<file path="config.mk">
export PLATFORM = sky130hd
export DESIGN_NAME = match_ctrl
export DESIGN_NICKNAME = d
export VERILOG_FILES = /design/src/rtl/match_pkg.sv /design/src/rtl/serve_rotator.sv /design/src/rtl/match_ctrl.sv
export SDC_FILE = /design/constraint.sdc
export NUM_CORES = 1
export LEC_CHECK = 0
export ABC_AREA = 1
export BUFFER_PORTS_ARGS = -buffer_cell sky130_fd_sc_hd__buf_2
export CAP_MARGIN = 20
export CORE_MARGIN = 3
export CORE_UTILIZATION = 62
export DETAILED_ROUTE_END_ITERATION = 16
export GPL_TIMING_DRIVEN = 0
export PLACE_DENSITY = 0.85
export SLEW_MARGIN = 20
export SYNTH_ARGS = -nofsm -noshare
export SYNTH_HDL_FRONTEND = slang
export SYNTH_SLANG_ARGS = --single-unit
</file>
<file path="constraint.sdc">
create_clock -name clk -period 2.71 [get_ports clk]
set_input_delay 0.542 -clock clk [delete_from_list [all_inputs] [get_ports clk]]
set_output_delay 0.542 -clock clk [all_outputs]
set_load 0.05 [all_outputs]
</file>
<file path="src/rtl/match_pkg.sv">
// match_pkg: shared encodings for the match controller.
// Phase, game-state, serve and winner constants.
package match_pkg;

   typedef enum logic [2:0] {
      M_IDLE  = 3'd0,
      M_INIT  = 3'd1,
      M_SERVE = 3'd2,
      M_RALLY = 3'd3,
      M_HOLD  = 3'd4,
      M_NEXT  = 3'd5,
      M_DONE  = 3'd6
   } phase_e;

   localparam logic [1:0] G_IDLE  = 2'd0;
   localparam logic [1:0] G_LEFT  = 2'd1;
   localparam logic [1:0] G_RIGHT = 2'd2;
   localparam logic [1:0] G_WAIT  = 2'd3;

   localparam logic ST_P1 = 1'b0;
   localparam logic ST_P2 = 1'b1;

   localparam logic [1:0] WIN_NONE = 2'b00;
   localparam logic [1:0] WIN_P1   = 2'b01;
   localparam logic [1:0] WIN_P2   = 2'b10;

endpackage

</file>
<file path="src/rtl/serve_rotator.sv">
// serve_rotator: tracks points played and flips the server.
// Flips every SERVE_ALT points, or every point while deuce is high.
module serve_rotator
   import match_pkg::*;
#(
   parameter int SERVE_ALT = 2
) (
   input  logic clk,
   input  logic reset,
   input  logic point,
   input  logic clear,
   input  logic deuce,
   output logic st
);

   localparam logic [3:0] ALT_LAST = 4'(SERVE_ALT - 1);

   logic [3:0] cnt_q;
   logic       st_q;

   // Count points and toggle the server at the rotation boundary.
   always_ff @(posedge clk or negedge reset) begin
      if (!reset) begin
         cnt_q <= 4'd0;
         st_q  <= ST_P1;
      end else if (clear) begin
         cnt_q <= 4'd0;
         st_q  <= ST_P1;
      end else if (point) begin
         if (deuce || cnt_q == ALT_LAST) begin
            cnt_q <= 4'd0;
            st_q  <= ~st_q;
         end else begin
            cnt_q <= cnt_q + 4'd1;
         end
      end
   end

   assign st = st_q;

endmodule

</file>
<file path="src/rtl/match_ctrl.sv">
// match_ctrl: match sequencing, scoring and serve control for the game.
// Optional deuce play is enabled by defining MATCH_DEUCE_EN.
module match_ctrl
   import match_pkg::*;
#(
   parameter int WIN_SCORE = 11,
   parameter int HOLD_CYC  = 819,
   parameter int SERVE_ALT = 2
) (
   input  logic       clk,
   input  logic       reset,
   input  logic       start,
   input  logic       win1,
   input  logic       win2,
   input  logic [1:0] game_state,
   input  logic       game_err,
   output logic       game_reset,
   output logic [1:0] game_st,
   output logic       game_toidle,
   output logic [3:0] score1,
   output logic [3:0] score2,
   output logic       match_over,
   output logic [1:0] winner,
   output logic [3:0] err_cnt,
   output logic [2:0] phase
);

   localparam logic [4:0] W5        = 5'(WIN_SCORE);
   localparam logic [9:0] HOLD_LAST = 10'(HOLD_CYC - 1);

   phase_e     state_q;
   logic [3:0] s1_q, s2_q, err_q;
   logic [9:0] hold_q;
   logic [1:0] pend_q, winner_q;
   logic       rst_game_q, toidle_q, over_q;

   logic [4:0] n1, n2;
   logic [3:0] s1_d, s2_d;
   logic [1:0] pend_d;
   logic       deuce_w, scored, point_w, st_w;

   assign scored  = win1 | win2;
   assign point_w = (state_q == M_RALLY) && scored && !start;

   // Post-point scores, match decision and deuce status.
   always_comb begin
      n1      = {1'b0, s1_q} + {4'd0, win1};
      n2      = {1'b0, s2_q} + {4'd0, ~win1 & win2};
      pend_d  = WIN_NONE;
      deuce_w = 1'b0;
`ifdef MATCH_DEUCE_EN
      if (n1 >= W5 && n1 >= n2 + 5'd2)
         pend_d = WIN_P1;
      else if (n2 >= W5 && n2 >= n1 + 5'd2)
         pend_d = WIN_P2;
      if (n1 == W5 && n2 == W5) begin
         n1 = W5 - 5'd1;
         n2 = W5 - 5'd1;
      end
      deuce_w = (n1 >= W5 - 5'd1) && (n2 >= W5 - 5'd1);
`else
      if (n1 == W5)
         pend_d = WIN_P1;
      else if (n2 == W5)
         pend_d = WIN_P2;
`endif
      s1_d = (n1 > W5) ? W5[3:0] : n1[3:0];
      s2_d = (n2 > W5) ? W5[3:0] : n2[3:0];
   end

   serve_rotator #(
      .SERVE_ALT(SERVE_ALT)
   ) u_rot (
      .clk  (clk),
      .reset(reset),
      .point(point_w),
      .clear(start),
      .deuce(deuce_w),
      .st   (st_w)
   );

   // Match FSM with registered scores and control outputs.
   always_ff @(posedge clk or negedge reset) begin
      if (!reset) begin
         state_q    <= M_IDLE;
         s1_q       <= 4'd0;
         s2_q       <= 4'd0;
         err_q      <= 4'd0;
         hold_q     <= 10'd0;
         pend_q     <= WIN_NONE;
         winner_q   <= WIN_NONE;
         rst_game_q <= 1'b1;
         toidle_q   <= 1'b0;
         over_q     <= 1'b0;
      end else if (start) begin
         state_q    <= M_INIT;
         s1_q       <= 4'd0;
         s2_q       <= 4'd0;
         err_q      <= 4'd0;
         hold_q     <= 10'd0;
         pend_q     <= WIN_NONE;
         winner_q   <= WIN_NONE;
         rst_game_q <= 1'b1;
         toidle_q   <= 1'b0;
         over_q     <= 1'b0;
      end else begin
         unique case (state_q)
            M_IDLE: ;
            M_INIT: begin
               state_q    <= M_SERVE;
               rst_game_q <= 1'b0;
            end
            M_SERVE: begin
               if (game_err && err_q != 4'd15)
                  err_q <= err_q + 4'd1;
               if (game_state == G_LEFT || game_state == G_RIGHT)
                  state_q <= M_RALLY;
            end
            M_RALLY: begin
               if (scored) begin
                  s1_q    <= s1_d;
                  s2_q    <= s2_d;
                  pend_q  <= pend_d;
                  hold_q  <= 10'd0;
                  state_q <= M_HOLD;
               end
            end
            M_HOLD: begin
               if (hold_q == HOLD_LAST) begin
                  if (pend_q != WIN_NONE) begin
                     state_q  <= M_DONE;
                     winner_q <= pend_q;
                     over_q   <= 1'b1;
                  end else begin
                     state_q  <= M_NEXT;
                     toidle_q <= 1'b1;
                  end
               end else begin
                  hold_q <= hold_q + 10'd1;
               end
            end
            M_NEXT: begin
               state_q  <= M_SERVE;
               toidle_q <= 1'b0;
            end
            M_DONE: ;
            default: begin
               state_q    <= M_IDLE;
               rst_game_q <= 1'b1;
               toidle_q   <= 1'b0;
               over_q     <= 1'b0;
            end
         endcase
      end
   end

   assign game_reset  = rst_game_q;
   assign game_st     = {1'b0, st_w};
   assign game_toidle = toidle_q;
   assign score1      = s1_q;
   assign score2      = s2_q;
   assign match_over  = over_q;
   assign winner      = winner_q;
   assign err_cnt     = err_q;
   assign phase       = state_q;

endmodule
</file>
==> results by group, run 1 <==
Outcome
  • Status: finished clean

Timing
  • Final period util: 0.6383
  • Total negative setup slack: 0 ns
  • Peak Freq: 578.1 MHz
  • Worst Hold Slack: 0.2869 ns
  • RSZ-0062 raised after global routing: false
  • Max Clock Skew: 0.006843 ns
  • Slew HR: 0.4588
  • Final setup vio count: 0
  • Least-Margin Pin Slew: 0.8117 ns
  • Hold Fails Final Rpt: 0
  • Min Tclk post-route: 1.730 ns
  • Pins Over Slew Limit: 0

Worst setup path
  • CP Class: register to primary output
  • Critical path capture point type: primary output
  • Max stage delay cell, worst path: dfrtp_1
  • Slowest stage delay, CP: 0.52 ns
  • Worst-path cell chain: buf_2
  • Worst path bufs/invs: 1
  • Worst path top cell family by delay: flip-flops
  • Critical Path Source Type: register
  • Required time worst endpoint: 2.17 ns
  • Worst-path maximum fanout: 8
  • Critical path arrival: 1.19 ns

Logic synthesis
  • Top cells by area, synth: dfrtp_1, nand2_1, nand3_1
  • Area leader, netlist: dfrtp_1
  • Sequential area share after synthesis: 0.4094
  • Ys async rst share: 1.000
  • Syn Inst Count: 298
  • Synthesized flop and latch total: 37
  • Share of the synthesized area in the top cell type: 0.3978
  • Commonest cells in the netlist: nand2_1, nand3_1, dfrtp_1, inv_1, nor2_1
  • Net count after synthesis: 315
  • Netlist cell types: 31
  • EDFF count, synth: 0
  • Yosys warns: 0
  • Cell Area, Synth: 2265 um2
  • Cell with the most instances after synthesis: nand2_1
  • Syn Area/Cell: 7.600 um2
  • Post-synth top flop: dfrtp_1

Min path
  • Worst hold-check path type: input pin to async pin

Global route
  • Number of global-route vias before repair: 2101
  • First-pass GRT wire length: 8562 um
  • Overflow after GRT: 0
  • Initial antenna violation count: 0
  • Largest net degree at the start of global routing: 38
  • GRT Total Usage: 0.2499

Layout
  • Layout cells sized above 1: 0.1886
  • Final #Nets: 350
  • Ant diodes: 0
  • Design Area, Final: 2511 um2
  • Area Growth Syn to Fin: 10.88%

Routing
  • DRC Markers: 0
  • Initial DRC Count: 140
  • Vias: 2096
  • Avg WL per Cell: 12.62 um
  • Routed WL: 4796 um
  • Vias/cell: 5.516
  • Pre-antenna DRT Iters: 4
  • DRT antenna net count: 0

Place
  • Port bufs: 28
  • Placement Cell Area: 2462 um2
  • Post-DP HPWL: 3524 um
  • RePlAce Congestion: 0.9327

Floorplan
  • Core Rows: 21
  • Core ar.: 3416 um2
  • Total die area: 4414 um2
  • Initial core utilization: 0.6630
  • Top-level port count: 30
  • DIE WIDTH: 66.44 um
  • Die Height: 66.44 um

CTS
  • Hold_buf cts: 0
  • CTS H-tree lvls: 2
  • CTS Root Cell: clkbuf_4
  • Clock sink total: 37
  • Clk buf depth: 2
  • CTS tree: built
  • Post_cts resized: 0
  • Post-CTS Setup Bufs: 0
  • Number of CTS-inserted buffers: 5
  • Clk_lat worst skew: 0.34 ns
  • Reg clk slew, reported paths: 0.11 ns

Power and ir drop
  • Pwr dens: 579.0 nW/um2
  • Worst vdd ir: 0.0005277 V
  • Static leakage: 1.312 nW

Run
  • Max-Cap Viols: 0
per-layer routing:
layer / wire length, um / vias up / global-route usage / part of all wire
met5: 0 / - / 0 / 0
met4: 90 / 0 / 0.1142 / 0.019
met3: 176 / 13 / 0.04082 / 0.037
met2: 2445 / 42 / 0.4461 / 0.51
met1: 2084 / 987 / 0.2890 / 0.43
li1: - / 1054 / - / -
state kept, by name (all words and copies together), names as in the netlist:
register     count
hold_q          10
game_reset       1
u_rot.cnt_q      4
winner           2
score2           4
pend_q           2
game_toidle      1
match_over       1
err_cnt          4
score1           4
u_rot.st         1
phase            3
where the power goes:
part	internal, mW	total, mW	switching [mW]
sequential	0.604	0.672	0.0686
clock	0.104	0.279	0.176
combinational	0.141	0.502	0.362
total	0.848	1.45	0.606
final timing paths:
| check | cells after the start | startpoint | slack (ns) | end |
|---|---|---|---|---|
| max reg2reg | 9 | hold_q[0] | 1.01 | phase[1] |
| max in group asynchronous | 1 | reset | 1.90 | pend_q[0] |
| min reg2reg | 2 | winner[1] | 0.49 | winner[1] |
| min in group clk | 2 | winner[1] | 0.49 | winner[1] |
| max | 1 | phase[2] | 0.98 | phase[2] |
| min | 1 | reset | 0.29 | hold_q[0] |
per-stage QoR:
stage          utilization  total power, mW  cells  worst slack, ns
4_1_cts             0.7352            1.456    380           0.9978
3_5_place_dp        0.7209            1.181    372           0.8391
6_report            0.7352            1.454    380           0.9803
5_1_grt             0.7352            1.538    380           0.7881
2_1_floorplan            -            1.058    298            1.015
3_3_place_gp        0.7209            1.171    372           0.8682
cell type report:
cell class / instances / area (um2)
Inverter: 33 / 123.9
Tap cell: 46 / 57.56
Timing Repair Buffer: 28 / 140.1
Sequential cell: 37 / 927.1
Buffer: 10 / 61.31
Fill cell: 294 / 904.6
Multi-Input combinational cell: 218 / 1152
Clock buffer: 8 / 48.80
layout by cell type, fill, tap and decap left out, drive strengths merged, types with 2 or more instances in the layout:
master / n
nor2: 31
xor2: 6
a21oi: 7
nor3: 5
o31ai: 5
inv: 33
nand2: 74
ha: 9
nand4: 7
xnor2: 2
nand3: 43
buf: 37
o21ai: 23
clkbuf: 9
o21bai: 2
dfrtp: 36
kinds of logic (layout without fill, tap and decap cells):
logic type               count (synthesis)  in the layout  share of synthesized area
AND/OR/NAND/NOR                        161            161                     0.3254
XOR/XNOR                                 8              8                    0.03094
AO/OA/AOI/OAI                           39             39                     0.1011
adder cells (fa/ha/maj)                  9              9                    0.04972
flip-flops                              37             37                     0.4094
buffers and inverters                   43             79                    0.08176
other                                    1              1                   0.001656
No activity file was read; power rests on OpenSTA's default activity.
==> inputs of run 2 (changes only) <==
- CORE_UTILIZATION: 62 -> 57
- PLACE_DENSITY: 0.85 -> 0.79
- clock period: 2.71 -> 1.7 ns (I/O delays scaled with it)
==> run 2 against run 1 <==
First-iteration DRC count decreased by 21%. Largest cell class unchanged. Critical path type is now register to register. Final cell count increased by 0.53%. Global-route usage decreased by 2.8 points. Power increased by 73%.
==> results by group, run 2 (synthesized netlist as in run 1, its figures left out) <==
Floorplan
  • Die Height: 69.03 um
  • Initial core utilization: 0.6049
  • DIE WIDTH: 69.03 um
  • Core Rows: 22
  • Top-level port count: 30
  • Core ar.: 3744 um2
  • Total die area: 4765 um2

Routing
  • Vias/cell: 5.416
  • DRT antenna net count: 0
  • Pre-antenna DRT Iters: 4
  • Routed WL: 5043 um
  • Initial DRC Count: 110
  • DRC Markers: 0
  • Vias: 2069
  • Avg WL per Cell: 13.20 um

Place
  • Placement Cell Area: 2465 um2
  • Port bufs: 28
  • RePlAce Congestion: 0.8290
  • Post-DP HPWL: 3629 um
  • Dpl cells: 374

Layout
  • Most common cell after layout, fill and taps aside: nand2_1
  • Cell Count, Final, Fillers Out: 382
  • Max reg flops: 10
  • Fin util: 0.6888
  • Fill cells: 352
  • Largest Register: hold_q
  • Most frequent cells in the layout: nand2_1, nand3_1, dfrtp_1, buf_2, inv_1
  • Area Growth Syn to Fin: 13.87%
  • Layout cells sized above 1: 0.2096
  • Design Area, Final: 2579 um2
  • Final #Nets: 350
  • Ant diodes: 0

Timing
  • Min Tclk post-route: 1.570 ns
  • Pins Over Slew Limit: 0
  • Slew HR: 0.4374
  • Peak Freq: 637.1 MHz
  • Max Clock Skew: 0.005330 ns
  • Final setup vio count: 0
  • Final period util: 0.9233
  • Least-Margin Pin Slew: 0.8439 ns
  • Hold Fails Final Rpt: 0
  • Total negative setup slack: 0 ns

Global route
  • Number of global-route vias before repair: 1996
  • First-pass GRT wire length: 8707 um
  • Initial antenna violation count: 0
  • Overflow after GRT: 0
  • GRT Total Usage: 0.2217
  • Largest net degree at the start of global routing: 38

Min path
  • Worst hold-check path type: input pin to async pin

CTS
  • CTS H-tree lvls: 2
  • Post-CTS Setup Bufs: 0
  • Clock sink total: 37
  • Reg clk slew, reported paths: 0.07 ns
  • Hold_buf cts: 0
  • CTS Root Cell: clkbuf_8
  • Number of CTS-inserted buffers: 5
  • Clk_lat worst skew: 0.29 ns
  • Clk buf depth: 2
  • CTS tree: built

Worst setup path
  • Slowest stage delay, CP: 0.41 ns
  • Critical path capture point type: register
  • Max stage delay cell, worst path: dfrtp_1
  • R2R Path Start: score2[0]
  • Worst-path maximum fanout: 3
  • Critical path arrival: 1.79 ns
  • Critical Path Source Type: register
  • Worst-path cell chain: ha_1 > ha_1 > xnor2_2 > nand2_1 > nor3_2 > nand3_1 > nand2_1
  • CP startpoint: score2[0]
  • Required time worst endpoint: 1.92 ns
  • CP Class: register to register

Run
  • Max-Cap Viols: 0

Power and ir drop
  • Static leakage: 1.330 nW
  • Worst vdd ir: 0.0004621 V
  • Pwr dens: 975.5 nW/um2

Outcome
  • Status: finished clean
-- run 2: cell counts in the layout (fill, tap and decap cells not counted) --
Identical to the previous run, type by type.
-- run 2: routing by layer --
metal / GRT usage / part of all wire / wire length (um) / up-vias
li1: - / - / - / 1050
met1: 0.2634 / 0.44 / 2197 / 960
met2: 0.3909 / 0.51 / 2549 / 44
met3: 0.04373 / 0.034 / 170 / 15
met4: 0.08677 / 0.025 / 125 / 0
met5: 0 / 0 / 0 / -
-- run 2: path summary, 6_finish.rpt --
kind | to | slack, ns | cells after the start
worst max-delay path | pend_q[1] | 0.13 | 7
max in group asynchronous | hold_q[0] | 0.97 | 1
min in group clk | u_rot.cnt_q[1] | 0.45 | 4
worst min-delay path | err_cnt[0] | 0.16 | 1
worst min register to register | winner[1] | 0.48 | 2
worst max register to register | pend_q[1] | 0.13 | 7
-- run 2: final cells by class --
type                    instances  area [um2]  area share
multi-input cells             218        1175      0.4556
plain buffers                  10       61.31     0.02377
clock buffers                   8       90.09     0.03493
flip-flops and latches         37       928.4      0.3600
repair buffers                 28       140.1     0.05434
well taps                      48       60.06     0.02329
inverters                      33       123.9     0.04804
-- run 2: power breakdown --
part	total, mW	internal [mW]	switching [mW]
clock	0.627	0.331	0.296
combinational	0.812	0.227	0.585
sequential	1.08	0.966	0.111
total	2.52	1.52	0.992
-- run 2: through the flow --
step                total power, mW  setup WS, ns  hold slack, ns
floorplan                     1.687      0.004594         0.04441
global placement              1.879      0.002991          0.4643
detailed placement            1.899      -0.02261          0.4579
CTS                           2.535       0.02827          0.1788
global route                  2.669      -0.03085          0.2128
finish                        2.515        0.1304          0.1560
-- run 2: repair_timing --
action                     in CTS  in global routing
resized for setup               1                  5
gates cloned                    0                  0
setup endpoints to repair       1                  8
-- run 2: critical path: cells and delay by family (launching register included) --
kind	cells	cell delay [ns]
flip-flops	1	0.41
AND/OR/NAND/NOR	4	0.47
adder cells (fa/ha/maj)	2	0.47
XOR/XNOR	1	0.17
==> inputs of run 3 (changes only) <==
--- a/config.mk
+++ b/config.mk
@@ -6,5 +6,4 @@
 export NUM_CORES = 1
 export LEC_CHECK = 0
-export ABC_AREA = 1
 export BUFFER_PORTS_ARGS = -buffer_cell sky130_fd_sc_hd__buf_2
 export CAP_MARGIN = 20
==> constraint.sdc (replaced) <==
create_clock -name clk -period 1.7 [get_ports clk]
set_input_delay 0.17 -clock clk [delete_from_list [all_inputs] [get_ports clk]]
set_output_delay 0.17 -clock clk [all_outputs]
set_load 0.05 [all_outputs]
==> run 3 against run 2 <==
The flow now finishes with violations (negative setup slack). Design area up 0.34%. Sequential power down 12%. Global-route usage up 0.54 points. Worst hold slack better by 0.088 ns. Final cell count down 18%. Combinational power down 50%. Via count down 10%. Power down 19%. Highest routed layer unchanged.
==> results by group, run 3 <==
Place
  • Pre-CTS setup slack: -0.005970 ns
  • Placement Cell Area: 2391 um2
  • Port bufs: 27
  • Post-DP HPWL: 3234 um
  • RePlAce Congestion: 0.8092
  • Dpl cells: 295

Global route
  • Initial antenna violation count: 0
  • Largest net degree at the start of global routing: 38
  • Number of global-route vias before repair: 1719
  • Overflow after GRT: 0
  • GRT Total Usage: 0.2270
  • First-pass GRT wire length: 7700 um

Routing
  • Pre-antenna DRT Iters: 4
  • DRT antenna net count: 0
  • Vias: 1861
  • DRC Markers: 0
  • Initial DRC Count: 166
  • Vias/cell: 5.946
  • Routed WL: 4751 um
  • Avg WL per Cell: 15.18 um

Layout
  • Most frequent cells in the layout: dfrtp_1, buf_2, nor2_1, nand2_1, nand3_1
  • Layout cells sized above 1: 0.3071
  • Ant diodes: 0
  • Cell Count, Final, Fillers Out: 313
  • Fill cells: 275
  • Area Growth Syn to Fin: 20.65%
  • Final #Nets: 283
  • Largest Register: hold_q
  • Fin util: 0.7460
  • Most common cell after layout, fill and taps aside: dfrtp_1
  • Register area: 934.6 um2
  • Design Area, Final: 2587 um2
  • Multi-input gate area: 1186 um2
  • Max reg flops: 10

Worst setup path
  • Critical path arrival: 1.90 ns
  • CP Class: register to register
  • RR Endpoint: score1[1]
  • Stages on the worst setup path: 5
  • Worst path top cell family by delay: compound AO/OA/AOI/OAI gates
  • R2R Path Start: score1[0]
  • Worst R2R Path Depth: 5
  • R2R Setup Slk: -0.02 ns
  • Worst-path maximum fanout: 4
  • Worst path bufs/invs: 0
  • Critical Path Source Type: register
  • Worst-path cell chain: ha_4 > nand2_1 > mux2_2 > a221o_1 > o221a_2
  • Required time worst endpoint: 1.88 ns
  • Slowest stage delay, CP: 0.42 ns
  • Max stage delay cell, worst path: dfrtp_2
  • Critical path capture point type: register

Logic synthesis
  • Syn Area/Cell: 9.660 um2
  • Commonest cells in the netlist: dfrtp_1, nor2_1, nand2_1, nand3_1, a21oi_1
  • Cell Area, Synth: 2145 um2
  • Area leader, netlist: dfrtp_1
  • Sequential area share after synthesis: 0.4323
  • Share of the synthesized area in the top cell type: 0.4201
  • Top cells by area, synth: dfrtp_1, ha_1, xor2_1
  • Netlist cell types: 56
  • Ys async rst share: 1.000
  • Post-synth top flop: dfrtp_1
  • Syn Inst Count: 222
  • EDFF count, synth: 0
  • Cell with the most instances after synthesis: dfrtp_1
  • Synthesized flop and latch total: 37
  • Yosys warns: 0
  • Net count after synthesis: 239

Timing
  • RSZ-0062 raised after global routing: true
  • Final period util: 1.012
  • Peak Freq: 581.0 MHz
  • Worst Hold Slack: 0.2437 ns
  • Min Tclk post-route: 1.721 ns
  • Max Clock Skew: 0.007254 ns
  • Least-Margin Pin Slew: 0.7930 ns
  • Final Worst Setup Slack: -0.02112 ns
  • Total negative setup slack: -0.03290 ns
  • Slew HR: 0.4714
  • Final setup vio count: 2
  • Pins Over Slew Limit: 0
  • Hold Fails Final Rpt: 0

Floorplan
  • Die Height: 67.34 um
  • Core Rows: 21
  • Top-level port count: 30
  • Core ar.: 3468 um2
  • DIE WIDTH: 67.34 um
  • Initial core utilization: 0.6183
  • Total die area: 4535 um2

Run
  • Max-Cap Viols: 0

Power and ir drop
  • PnR Total Power: 2.031 mW
  • Pwr dens: 784.9 nW/um2
  • Static leakage: 1.157 nW
  • Worst vdd ir: 0.0006151 V

Outcome
  • Failing checks: negative setup slack
  • Status: finished, violations left

CTS
  • Number of CTS-inserted buffers: 5
  • CTS tree: built
  • Clock sink total: 37
  • Clk_lat worst skew: 0.29 ns
  • CTS H-tree lvls: 2
  • CTS Root Cell: clkbuf_8
  • Clk buf depth: 2
  • Reg clk slew, reported paths: 0.07 ns

Min path
  • Hold Path Sink: err_cnt[3]
  • Worst hold-check path type: input pin to register
  • Hold Startpoint: game_err
  • Hold Path Cell Cnt: 4
## run 3: cell count changes after synthesis, moves of 6 or more
cell | previous run | this run
nand3_1 | 38 | 15
o21ai_1 | 6 | 0
nand2_1 | 72 | 17
a21oi_1 | 7 | 14
o21ai_0 | 14 | 7
inv_1 | 28 | 8
## run 3: kinds of logic after synthesis
| group | Yosys count | share of synthesized area |
|---|---|---|
| flops | 37 | 0.4323 |
| simple gates | 94 | 0.2462 |
| mux | 3 | 0.01459 |
| compound gates | 46 | 0.1523 |
| buf+inv | 18 | 0.04317 |
| other cells | 1 | 0.001749 |
| fa+ha+maj | 9 | 0.05251 |
| xor+xnor | 14 | 0.05718 |
## run 3: repair_timing
item,4_1_cts,5_1_grt
endpoints found under the setup margin,5,14
resized for setup,0,5
hold endpoints to repair,28,0
pin swaps,1,5
buffers inserted,3,6
hold buffers,1,0
## run 3: worst register-to-register path, cell delays in order, from the launching register on
cell and delay [ns]:
dfrtp_2 0.42, ha_4 0.19, nand2_1 0.08, mux2_2 0.32, a221o_1 0.34, o221a_2 0.25
## run 3: worst max-delay path by stage
stage              start   endpoint
3_3_place_gp    phase[0]  score2[0]
6_report       score1[0]  score1[1]
5_1_grt        score1[0]  score1[1]
2_1_floorplan  score1[0]  score1[0]
4_1_cts        score1[0]  score1[1]
3_5_place_dp   score1[0]  score1[1]
## run 3: metal layers
metal / vias to the layer above / part of all wire / GRT usage
met4: 0 / 0.017 / 0.08608
met3: 10 / 0.058 / 0.06156
li1: 896 / - / -
met2: 67 / 0.47 / 0.3436
met1: 888 / 0.46 / 0.3095
met5: - / 0 / 0
## run 3: final cells by class
| class | count | share of cell area |
|---|---|---|
| buffer | 10 | 0.02515 |
| clock buffer | 7 | 0.03723 |
| clock inverter | 1 | 0.001934 |
| inverter | 8 | 0.01161 |
| multi-input combinational | 167 | 0.4584 |
| sequential | 37 | 0.3612 |
| tap | 46 | 0.02224 |
| timing repair buffer | 37 | 0.08221 |
## run 3: report_power, final
group	total, mW	leakage, nW	internal (mW)	switching (mW)
clock network	0.673	0.0542	0.366	0.307
registers	0.953	0.499	0.915	0.0381
logic	0.404	0.605	0.133	0.272
total	2.03	1.16	1.41	0.617
